$ cat src/rtl/jtag_master.sv
// Host-side JTAG driver: turns reset / IR-scan / DR-scan commands into TCK/TMS/TDI
// sequences and collects TDO, always returning the TAP to Run-Test/Idle.
module jtag_master #(
  parameter int CLK_DIV = 4,
  parameter int MAX_LEN = 32
) (
  input  logic               CLK,
  input  logic               RST_N,
  input  logic               cmd_valid,
  output logic               cmd_ready,
  input  logic [1:0]         cmd_type,
  input  logic [4:0]         cmd_len,
  input  logic [MAX_LEN-1:0] cmd_data,
  output logic               rsp_valid,
  output logic [MAX_LEN-1:0] rsp_data,
  output logic               busy,
  output logic               TCK,
  output logic               TMS,
  output logic               TDI,
  input  logic               TDO
);
  localparam int DW = $clog2(2 * CLK_DIV);
  localparam logic [1:0] T_RESET = 2'b00;
  localparam logic [1:0] T_IR    = 2'b01;
  localparam logic [1:0] T_DR    = 2'b10;
  localparam logic [1:0] T_RSVD  = 2'b11;

  typedef enum logic [2:0] {S_INIT, S_IDLE, S_PRE, S_SHIFT, S_POST, S_DONE} state_t;

  state_t             r_state, w_state_next;
  logic [DW-1:0]      r_div;
  logic [4:0]         r_step, r_len, w_last_idx, w_nstep;
  logic [1:0]         r_type;
  logic [MAX_LEN-1:0] r_data, r_rsp, r_rsp_out;
  logic               r_tck, r_tms, r_tdi;
  logic               w_active, w_rise, w_fall, w_last, w_accept;

  // TMS value to present during period 'step' of state 's'
  function automatic logic f_tms(state_t s, logic [1:0] t, logic [4:0] step, logic [4:0] len);
    logic v;
    v = 1'b0;
    case (s)
      S_INIT:  v = (step != 5'd5);
      S_PRE: begin
        case (t)
          T_DR:    v = (step == 5'd0);
          T_IR:    v = (step < 5'd2);
          default: v = (step != 5'd5);
        endcase
      end
      S_SHIFT: v = (step == len);
      S_POST:  v = (step == 5'd0);
      default: v = 1'b0;
    endcase
    return v;
  endfunction

  assign w_active = (r_state == S_INIT) || (r_state == S_PRE) ||
                    (r_state == S_SHIFT) || (r_state == S_POST);
  assign w_rise   = w_active && (r_div == DW'(CLK_DIV - 1));
  assign w_fall   = w_active && (r_div == DW'(2 * CLK_DIV - 1));
  assign w_accept = (r_state == S_IDLE) && cmd_valid;
  assign w_last   = (r_step == w_last_idx);

  always_comb begin
    w_last_idx = 5'd0;
    case (r_state)
      S_INIT:  w_last_idx = 5'd5;
      S_PRE:   w_last_idx = (r_type == T_DR) ? 5'd2 : (r_type == T_IR) ? 5'd3 : 5'd5;
      S_SHIFT: w_last_idx = r_len;
      S_POST:  w_last_idx = 5'd1;
      default: w_last_idx = 5'd0;
    endcase
  end

  always_comb begin
    w_state_next = r_state;
    case (r_state)
      S_INIT:  if (w_fall && w_last) w_state_next = S_IDLE;
      S_IDLE:  if (cmd_valid) w_state_next = (cmd_type == T_RSVD) ? S_DONE : S_PRE;
      S_PRE:   if (w_fall && w_last) w_state_next = (r_type == T_RESET) ? S_DONE : S_SHIFT;
      S_SHIFT: if (w_fall && w_last) w_state_next = S_POST;
      S_POST:  if (w_fall && w_last) w_state_next = S_DONE;
      S_DONE:  w_state_next = S_IDLE;
      default: w_state_next = S_INIT;
    endcase
  end

  assign w_nstep = (w_state_next != r_state) ? 5'd0 : r_step + 5'd1;

  always_ff @(posedge CLK or negedge RST_N) begin
    if (!RST_N) begin
      r_state   <= S_INIT;
      r_div     <= '0;
      r_step    <= '0;
      r_type    <= '0;
      r_len     <= '0;
      r_data    <= '0;
      r_rsp     <= '0;
      r_rsp_out <= '0;
      r_tck     <= 1'b0;
      r_tms     <= 1'b1;
      r_tdi     <= 1'b0;
    end else begin
      r_state <= w_state_next;
      if (w_accept) begin
        r_type <= cmd_type;
        r_len  <= cmd_len;
        r_data <= cmd_data;
        r_rsp  <= '0;
        r_div  <= '0;
        r_step <= '0;
        // every scan sequence starts with TMS=1 in its first low phase
        if (cmd_type != T_RSVD) r_tms <= 1'b1;
      end else if (w_active) begin
        r_div <= w_fall ? '0 : r_div + 1'b1;
        if (w_rise) begin
          r_tck <= 1'b1;
          if (r_state == S_SHIFT) r_rsp[r_step] <= TDO;
        end
        // the TCK falling edge is the only place TMS/TDI move
        if (w_fall) begin
          r_tck  <= 1'b0;
          r_step <= w_nstep;
          r_tms  <= f_tms(w_state_next, r_type, w_nstep, r_len);
          r_tdi  <= (w_state_next == S_SHIFT) ? r_data[w_nstep] : 1'b0;
        end
      end
      if ((w_state_next == S_DONE) && (r_state != S_DONE))
        r_rsp_out <= w_accept ? '0 : r_rsp;
    end
  end

  always_comb begin
    cmd_ready = (r_state == S_IDLE);
    busy      = (r_state != S_IDLE);
    rsp_valid = (r_state == S_DONE);
  end

  assign TCK      = r_tck;
  assign TMS      = r_tms;
  assign TDI      = r_tdi;
  assign rsp_data = r_rsp_out;
endmodule

$ cat config.mk
export PLATFORM = sky130hd
export DESIGN_NAME = jtag_master
export DESIGN_NICKNAME = d
export VERILOG_FILES = /design/src/rtl/jtag_master.sv
export SDC_FILE = /design/constraint.sdc
export NUM_CORES = 1
export LEC_CHECK = 0
export BUFFER_PORTS_ARGS = -buffer_cell sky130_fd_sc_hd__buf_4
export CAP_MARGIN = 20
export CORE_ASPECT_RATIO = 1.25
export CORE_MARGIN = 10
export CORE_UTILIZATION = 40
export DETAILED_ROUTE_END_ITERATION = 10
export GPL_TIMING_DRIVEN = 0
export PLACE_DENSITY_LB_ADDON = 0.05
export RECOVER_POWER = 50
export SYNTH_ARGS = -nofsm -noshare
export SYNTH_HDL_FRONTEND = slang
export SYNTH_SLANG_ARGS = --single-unit
export TNS_END_PERCENT = 10
$ cat constraint.sdc
create_clock -name CLK -period 2.66 [get_ports CLK]
set_clock_uncertainty 0.05 [all_clocks]
set_input_delay 0.266 -clock CLK [delete_from_list [all_inputs] [get_ports CLK]]
set_output_delay 0.266 -clock CLK [all_outputs]
set_load 0.01 [all_outputs]
**After elaboration in Yosys (flattened, before gate mapping)**

Cells that the tools add are included.

- Memories kept: 0
- Bits in registers: 117
- Word-level logic and storage cells: 100
- RAM bits: 0
- Bits in read-only memories: 0
- Latch bits: 0

- $add $sub $neg: 2
- Equality and inequality tests: 22
- Magnitude comparators: 4
- Reductions and logical operators: 23
- Multipliers: 0
- Shift operators: 0
- Bitwise gates (word level): 1
- Muxes and demuxes: 37
- Divide/modulo/power cells: 0

Operators by type and width:

| operator | count |
|---|---|
| 2-to-1 mux 32 bit | 5 |
| 2-to-1 mux 3 bit | 12 |
| bitwise mux 32 bit | 1 |
| 2-to-1 mux 5 bit | 4 |
| case mux 5 bit (4 select lines) | 1 |
| case mux 3 bit (6 select lines) | 1 |
| == test 3 x 2 -> 1 bit, second input constant | 5 |
| == test 3 bit, second input constant | 5 |
| less-than comparator 5 x 6 -> 1 bit, second input constant | 2 |
| AND reduction 3 bit | 4 |
| == test 5 bit | 2 |
| nonzero test 2 bit | 5 |
| 2-to-1 mux 1 bit | 9 |
| logical AND 1 bit | 6 |
| logical NOT 3 bit | 2 |
| adder 5 x 1 -> 5 bit, second input constant | 1 |
| binary-select mux 1 bit (select 5 bit) | 1 |
| demux 1 bit (select 5 bit) | 1 |
| greater-or-equal comparator 5 x 1 -> 1 bit, second input constant | 1 |
| logical NOT 5 bit | 1 |
| less-than comparator 5 x 2 -> 1 bit, second input constant | 1 |
| inequality test 5 x 3 -> 1 bit, second input constant | 1 |
| == test 2 bit, second input constant | 2 |
| case mux 1 bit (4 select lines) | 1 |
| 13 further kinds | 15 |

**Logic depth before layout (Yosys ltp)**

- Depth in word-level cells: 16
- Gate-level depth with buffers: 11
- Mapped depth without buffers: 10

**Worst setup path before layout**

Ideal clock, no wire load.

- Path type: flip-flop to flip-flop
- Start: register r_step[0]
- End: register r_tdi (netlist: TDI)
- Path buffers: 3
- Setup slack: -182 ps
- Cell stages (with the launch flop): 12
- Arrival time: 2666 ps
- Library setup time: 126 ps
- Clock period less this slack: 2842 ps
- Cell sequence: dfrtp_1 -> buf_2 -> inv_1 -> clkbuf_1 -> ha_1 -> clkbuf_1 -> mux4_2 -> mux2_2 -> a21oi_1 -> o211ai_1 -> nand3_1 -> o41ai_1

- Cells in the longest elaborated chain, start to end: 9
- Elaborated cells on any way between the ends: 14
- Classes of those cells: add/sub (1); eq/ne (3); mux (9); reduce/logical (1)

Ends and longest elaborated chain:

| item | line | source |
|---|---|---|
| start: declaration | 32 | `logic [4:0] r_step, r_len, w_last_idx, w_nstep;` |
| start signal: assignment | 124 | `r_step <= w_nstep;` |
| == test 5 bit | 63 | `assign w_last = (r_step == w_last_idx);` |
| logical AND 1 bit | - |  |
| 2-to-1 mux 3 bit, on equally long branches | - |  |
| case mux 3 bit (6 select lines) | 78 | `case (r_state)` |
| inequality test 3 bit | 89 | `assign w_nstep = (w_state_next != r_state) ? 5'd0 : r_step + 5'd1;` |
| 2-to-1 mux 5 bit | 89 |  |
| binary-select mux 1 bit (select 5 bit) | 126 | `r_tdi <= (w_state_next == S_SHIFT) ? r_data[w_nstep] : 1'b0;` |
| 2-to-1 mux 1 bit (implied by the code) | 126 |  |
| 2-to-1 mux 1 bit (*) | 126 |  |
| end signal: assignment | 126 |  |
| end: declaration | 35 | `logic r_tck, r_tms, r_tdi;` |

Mark *: on every way between the ends. The rest lies on a longest branch, timed or not. The select of a mux whose other input is x is not followed.
A chain may end at the register's enable or synchronous reset.

**Worst setup path after layout**

- Start: register r_type[0]
- End: register r_rsp_out[14] (netlist: rsp_data[14])

- Cells in the longest elaborated chain, start to end: 10
- Elaborated cells on any way between the ends: 16
- Classes of those cells: eq/ne (4); mux (9); reduce/logical (3)

Ends and longest elaborated chain:

| item | line | source |
|---|---|---|
| start: declaration | 33 | `logic [1:0] r_type;` |
| start signal: assignment | 107 | `r_type <= cmd_type;` |
| == test 2 x 1 -> 1 bit | 69 | `S_PRE: w_last_idx = (r_type == T_DR) ? 5'd2 : (r_type == T_IR) ? 5'd3 : 5'd5;` |
| 2-to-1 mux 3 bit | 69 |  |
| 2-to-1 mux 3 bit (*) | 69 |  |
| case mux 5 bit (4 select lines) (*) | 67 | `case (r_state)` |
| == test 5 bit (*) | 63 |  |
| logical AND 1 bit (*) | - |  |
| 2-to-1 mux 3 bit, on equally long branches | - |  |
| case mux 3 bit (6 select lines) (*) | 78 |  |
| net w_state_next[0] | 30 | `state_t r_state, w_state_next;` |
| == test 3 bit (*) | 129 | `if ((w_state_next == S_DONE) && (r_state != S_DONE))` |
| logical AND 1 bit (*) | 129 |  |
| end signal: assignment | 130 | `r_rsp_out <= w_accept ? '0 : r_rsp;` |
| end: declaration | 34 | `logic [MAX_LEN-1:0] r_data, r_rsp, r_rsp_out;` |

The timed path passes the listed nets; every way through them passes the cells marked *.

==> results_tabular.tex <==
\begin{tabular}{lr}
\hline
Metric & Value \\
\hline
\multicolumn{2}{l}{\textbf{Yosys}} \\
Simple-gate share of the synthesized area & 0.2573 \\
Syn\_nets & 736 \\
Netlist Area Pre-Place & 0.006025 mm\^{}2 \\
Dominant combinational cell family by area after synthesis & simple AND/OR/NAND/NOR gates \\
Top FF cell, synth & dfrtp\_1 \\
Number of synthesized flops with an enable pin & 0 \\
Xor and xnor fraction of the mapped netlist area & 0.01288 \\
Avg Synthesized Cell Area & 8.821 um\^{}2 \\
Adder-cell area share of the yosys netlist & 0.02077 \\
Dominant cell type by area after synthesis & dfrtp\_1 \\
Synthesis warning total & 0 \\
Number of unique standard cell types used by synthesis & 61 \\
Share of the synthesized area in the top cell type & 0.4818 \\
Synth Instances & 683 \\
Number of synthesized register bits & 117 \\
Synthesized-area fraction occupied by ao, oa, aoi and oai cells & 0.1400 \\
Most instantiated cells after synthesis & nand2\_1, dfrtp\_1, a21oi\_1, nand3\_1, clkbuf\_1 \\
Top cells by area in the synthesized netlist & dfrtp\_1, nand2\_1, o21ai\_2 \\
Share of synthesized registers carrying an async set or reset & 1.000 \\
Seq/Total Area, Yosys & 0.4862 \\
Most common cell in the synthesized netlist & nand2\_1 \\
Multiplexer fraction of the synthesized cell area & 0.03219 \\
\multicolumn{2}{l}{\textbf{Layout}} \\
Share of final-layout standard cells stronger than drive strength 1 & 0.2757 \\
\# nets final & 897 \\
Post-route design area & 0.008379 mm\^{}2 \\
Synth-to-layout area growth & 39.09\% \\
Diodes inserted & 0 \\
\multicolumn{2}{l}{\textbf{Drt}} \\
DRC violations left & 0 \\
Number of DRC markers in iteration 0 & 371 \\
Routed length on met1 & 7040 um \\
Wire length on met3 & 661 um \\
Routed via count & 5,293 \\
Drt pass-1 iters & 5 \\
Highest metal layer used by the detailed router & met4 \\
Detailed-route vias per instance & 5.099 \\
DR WL met2 & 9038 um \\
DRT Wirelength & 17,140 um \\
Post-detailed-route count of antenna-violating nets & 0 \\
Wire per inst & 16.51 um \\
\multicolumn{2}{l}{\textbf{STA}} \\
Worst Max-Slew Pin Slew & 1.294 ns \\
Final setup viols & 35 \\
Worst-case headroom to the max-slew limit & 0.1373 \\
Count of endpoints failing hold in the final timing report & 0 \\
Fin worst setup slack & -0.1639 ns \\
Ratio of final minimum period to clock period & 1.062 \\
Final worst path period need & 2.824 ns \\
Final max-slew violation count & 0 \\
Unrepaired setup endpoints after global routing & yes \\
Max Fclk & 354.1 MHz \\
\multicolumn{2}{l}{\textbf{Power}} \\
Power density of the placed cells & 868.7 mW/mm\^{}2 \\
Max IR drop VDD & 0.4917 mV \\
Leakage & 3.884 nW \\
\multicolumn{2}{l}{\textbf{Die}} \\
Starting Density & 0.4046 \\
I/O pin count & 81 \\
Cell row count & 50 \\
Floorplan die height & 157.2 um \\
Die Footprint & 0.02040 mm\^{}2 \\
Core footprint & 0.01489 mm\^{}2 \\
Die X-Extent & 129.8 um \\
\multicolumn{2}{l}{\textbf{Clock network}} \\
Maximum count of clock buffers along a single path & 2 \\
H-Tree Level Count & 4 \\
Clock Sink Count & 117 \\
CTS root buffer & clkbuf\_16 \\
Clock-pin transition on the worst setup and hold timing paths & 0.05 ns \\
CTS Buf Count & 17 \\
TritonCTS clock tree & done \\
Clock latency of the later-clocked register in the worst-skew pair & 0.42 ns \\
\multicolumn{2}{l}{\textbf{Placed design}} \\
Pre-CTS setup slack & -0.4363 ns \\
Final weighted congestion in routability-driven placement & 0.8609 \\
Number of port buffers & 80 \\
Sum of net half-perimeters after detailed placement & 11,530 um \\
Placed Area & 0.006889 mm\^{}2 \\
\multicolumn{2}{l}{\textbf{Setup path}} \\
Setup crit start kind & register \\
Critical Path Sink Type & register \\
Worst Setup Path Type & reg -> reg \\
Required time reported for the critical path endpoint & 2.92 ns \\
Data arrival time at the worst-slack endpoint & 3.08 ns \\
Peak fanout along the critical path & 10 \\
\multicolumn{2}{l}{\textbf{Outcome}} \\
Run status & complete, but fails checks \\
Failing checks & setup timing \\
\multicolumn{2}{l}{\textbf{Hold path}} \\
Worst min-delay path class & in -> reg \\
\multicolumn{2}{l}{\textbf{Global routing}} \\
Maximum number of pins on one net before global-route repair & 96 \\
Final global-route overflow total & 0 \\
Global-route wire length before repair & 27,920 um \\
Number of antenna violations at the first check in global routing & 0 \\
Via count of the first global-routing pass & 5,510 \\
Total global-route track usage & 0.1750 \\
\multicolumn{2}{l}{\textbf{Run}} \\
Count of maximum capacitance violations & 0 \\
\hline
\end{tabular}
## through the flow
step | hold slack, ns | power, mW | TNS, ns | instances | utilization
2_1_floorplan | -0.07959 | 3.719 | 0 | 683 | -
3_3_place_gp | 0.4048 | 4.326 | -7.973 | 945 | 0.4606
3_5_place_dp | 0.09051 | 4.390 | -11.02 | 946 | 0.4627
4_1_cts | 0.01982 | 7.225 | -2.268 | 1035 | 0.5571
5_1_grt | 0.05350 | 7.689 | -8.687 | 1038 | 0.5628
6_report | 0.03390 | 7.279 | -5.034 | 1038 | 0.5628
## worst max-delay path, cell delays in order, from the launching register on
cell and delay [ns]:
dfrtp_1 0.39, inv_2 0.12, ha_4 0.23, a211oi_4 0.24, a31oi_4 0.07, xnor2_4 0.21
or3_4 0.43, a221oi_4 0.43, nand2_4 0.21, buf_6 0.19, nand2_1 0.08, o21ai_2 0.05
## worst paths after layout
check	slack [ns]	startpoint	end	depth (start not counted)
worst max-delay path	-0.16	r_type[0]	rsp_data[14]	11
worst min-delay path	0.03	cmd_type[0]	r_type[0]	3
worst max register to register	-0.16	r_type[0]	rsp_data[14]	11
worst min register to register	0.42	r_data[6]	r_data[6]	2
max in group asynchronous	0.38	RST_N	r_step[0]	3
min in group asynchronous	0.60	RST_N	rsp_data[4]	2
## what timing repair did
action / in CTS / in global routing
gates cloned: 3 / 0
pin swaps: 17 / 9
hold buffers: 38 / 0
setup endpoints to repair: 79 / 75
gates resized for setup: 48 / 24
setup buffers: 17 / 3
hold endpoints to repair: 59 / 0
## area by class of cell
| cell class | count | area, um^2 |
|---|---|---|
| Buffer | 49 | 324.1 |
| Clock buffer | 23 | 478.0 |
| Clock inverter | 8 | 147.6 |
| Fill cell | 1360 | 6510 |
| Inverter | 11 | 41.29 |
| Multi-Input combinational cell | 507 | 3022 |
| Sequential cell | 117 | 2930 |
| Tap cell | 182 | 227.7 |
| Timing Repair Buffer | 141 | 1209 |
## where the power goes
part	switching, mW	internal, mW	total, mW
clock network	0.818	1.64	2.45
registers	0.275	2.19	2.47
logic	1.27	1.09	2.36
total	2.36	4.92	7.28
## sequential cells by signal, summed over array words and instances (netlist names)
register	cells
r_rsp	32
rsp_data	32
r_step	5
r_div	3
r_state	3
r_type	2
r_len	5
TMS	1
TDI	1
TCK	1
r_data	32
## cells in the final DEF, fill, tap and decap left out, types with 4 or more instances in the layout
cell           Yosys  routed
nand2_1          255     242
nor3b_1            4       4
ha_1              10       8
dfrtp_1          116     115
a21oi_1           45      42
bufinv_16          0       4
buf_6             10      13
nor3_1             7       6
mux2i_1            7       6
inv_1             11       9
nand2_2            0      11
clkbuf_1          33      31
o21ai_2           28      30
dlygate4sd3_1      0      38
clkbuf_2           2       8
clkbuf_16          0      17
nand2b_1           4       4
clkbuf_8           0       5
mux4_2             5       5
buf_4              0      95
nor2_1            22      22
o21ai_0           11      11
nand3_1           38      38
and2_1             8       8
## layer usage
| layer | track usage | vias to the layer above |
|---|---|---|
| met4 | 0.07618 | 0 |
| met3 | 0.04376 | 31 |
| met2 | 0.3035 | 121 |
| met1 | 0.1985 | 2537 |
| met5 | 0 | - |
| li1 | - | 2604 |
## cell families after synthesis
group                    after synthesis
XOR/XNOR                               8
adder cells (fa/ha/maj)               10
flip-flops                           117
buffers and inverters                 60
multiplexers                          13
AND/OR/NAND/NOR                      360
AO/OA/AOI/OAI                        115
No activity file was read; power rests on OpenSTA's default activity.
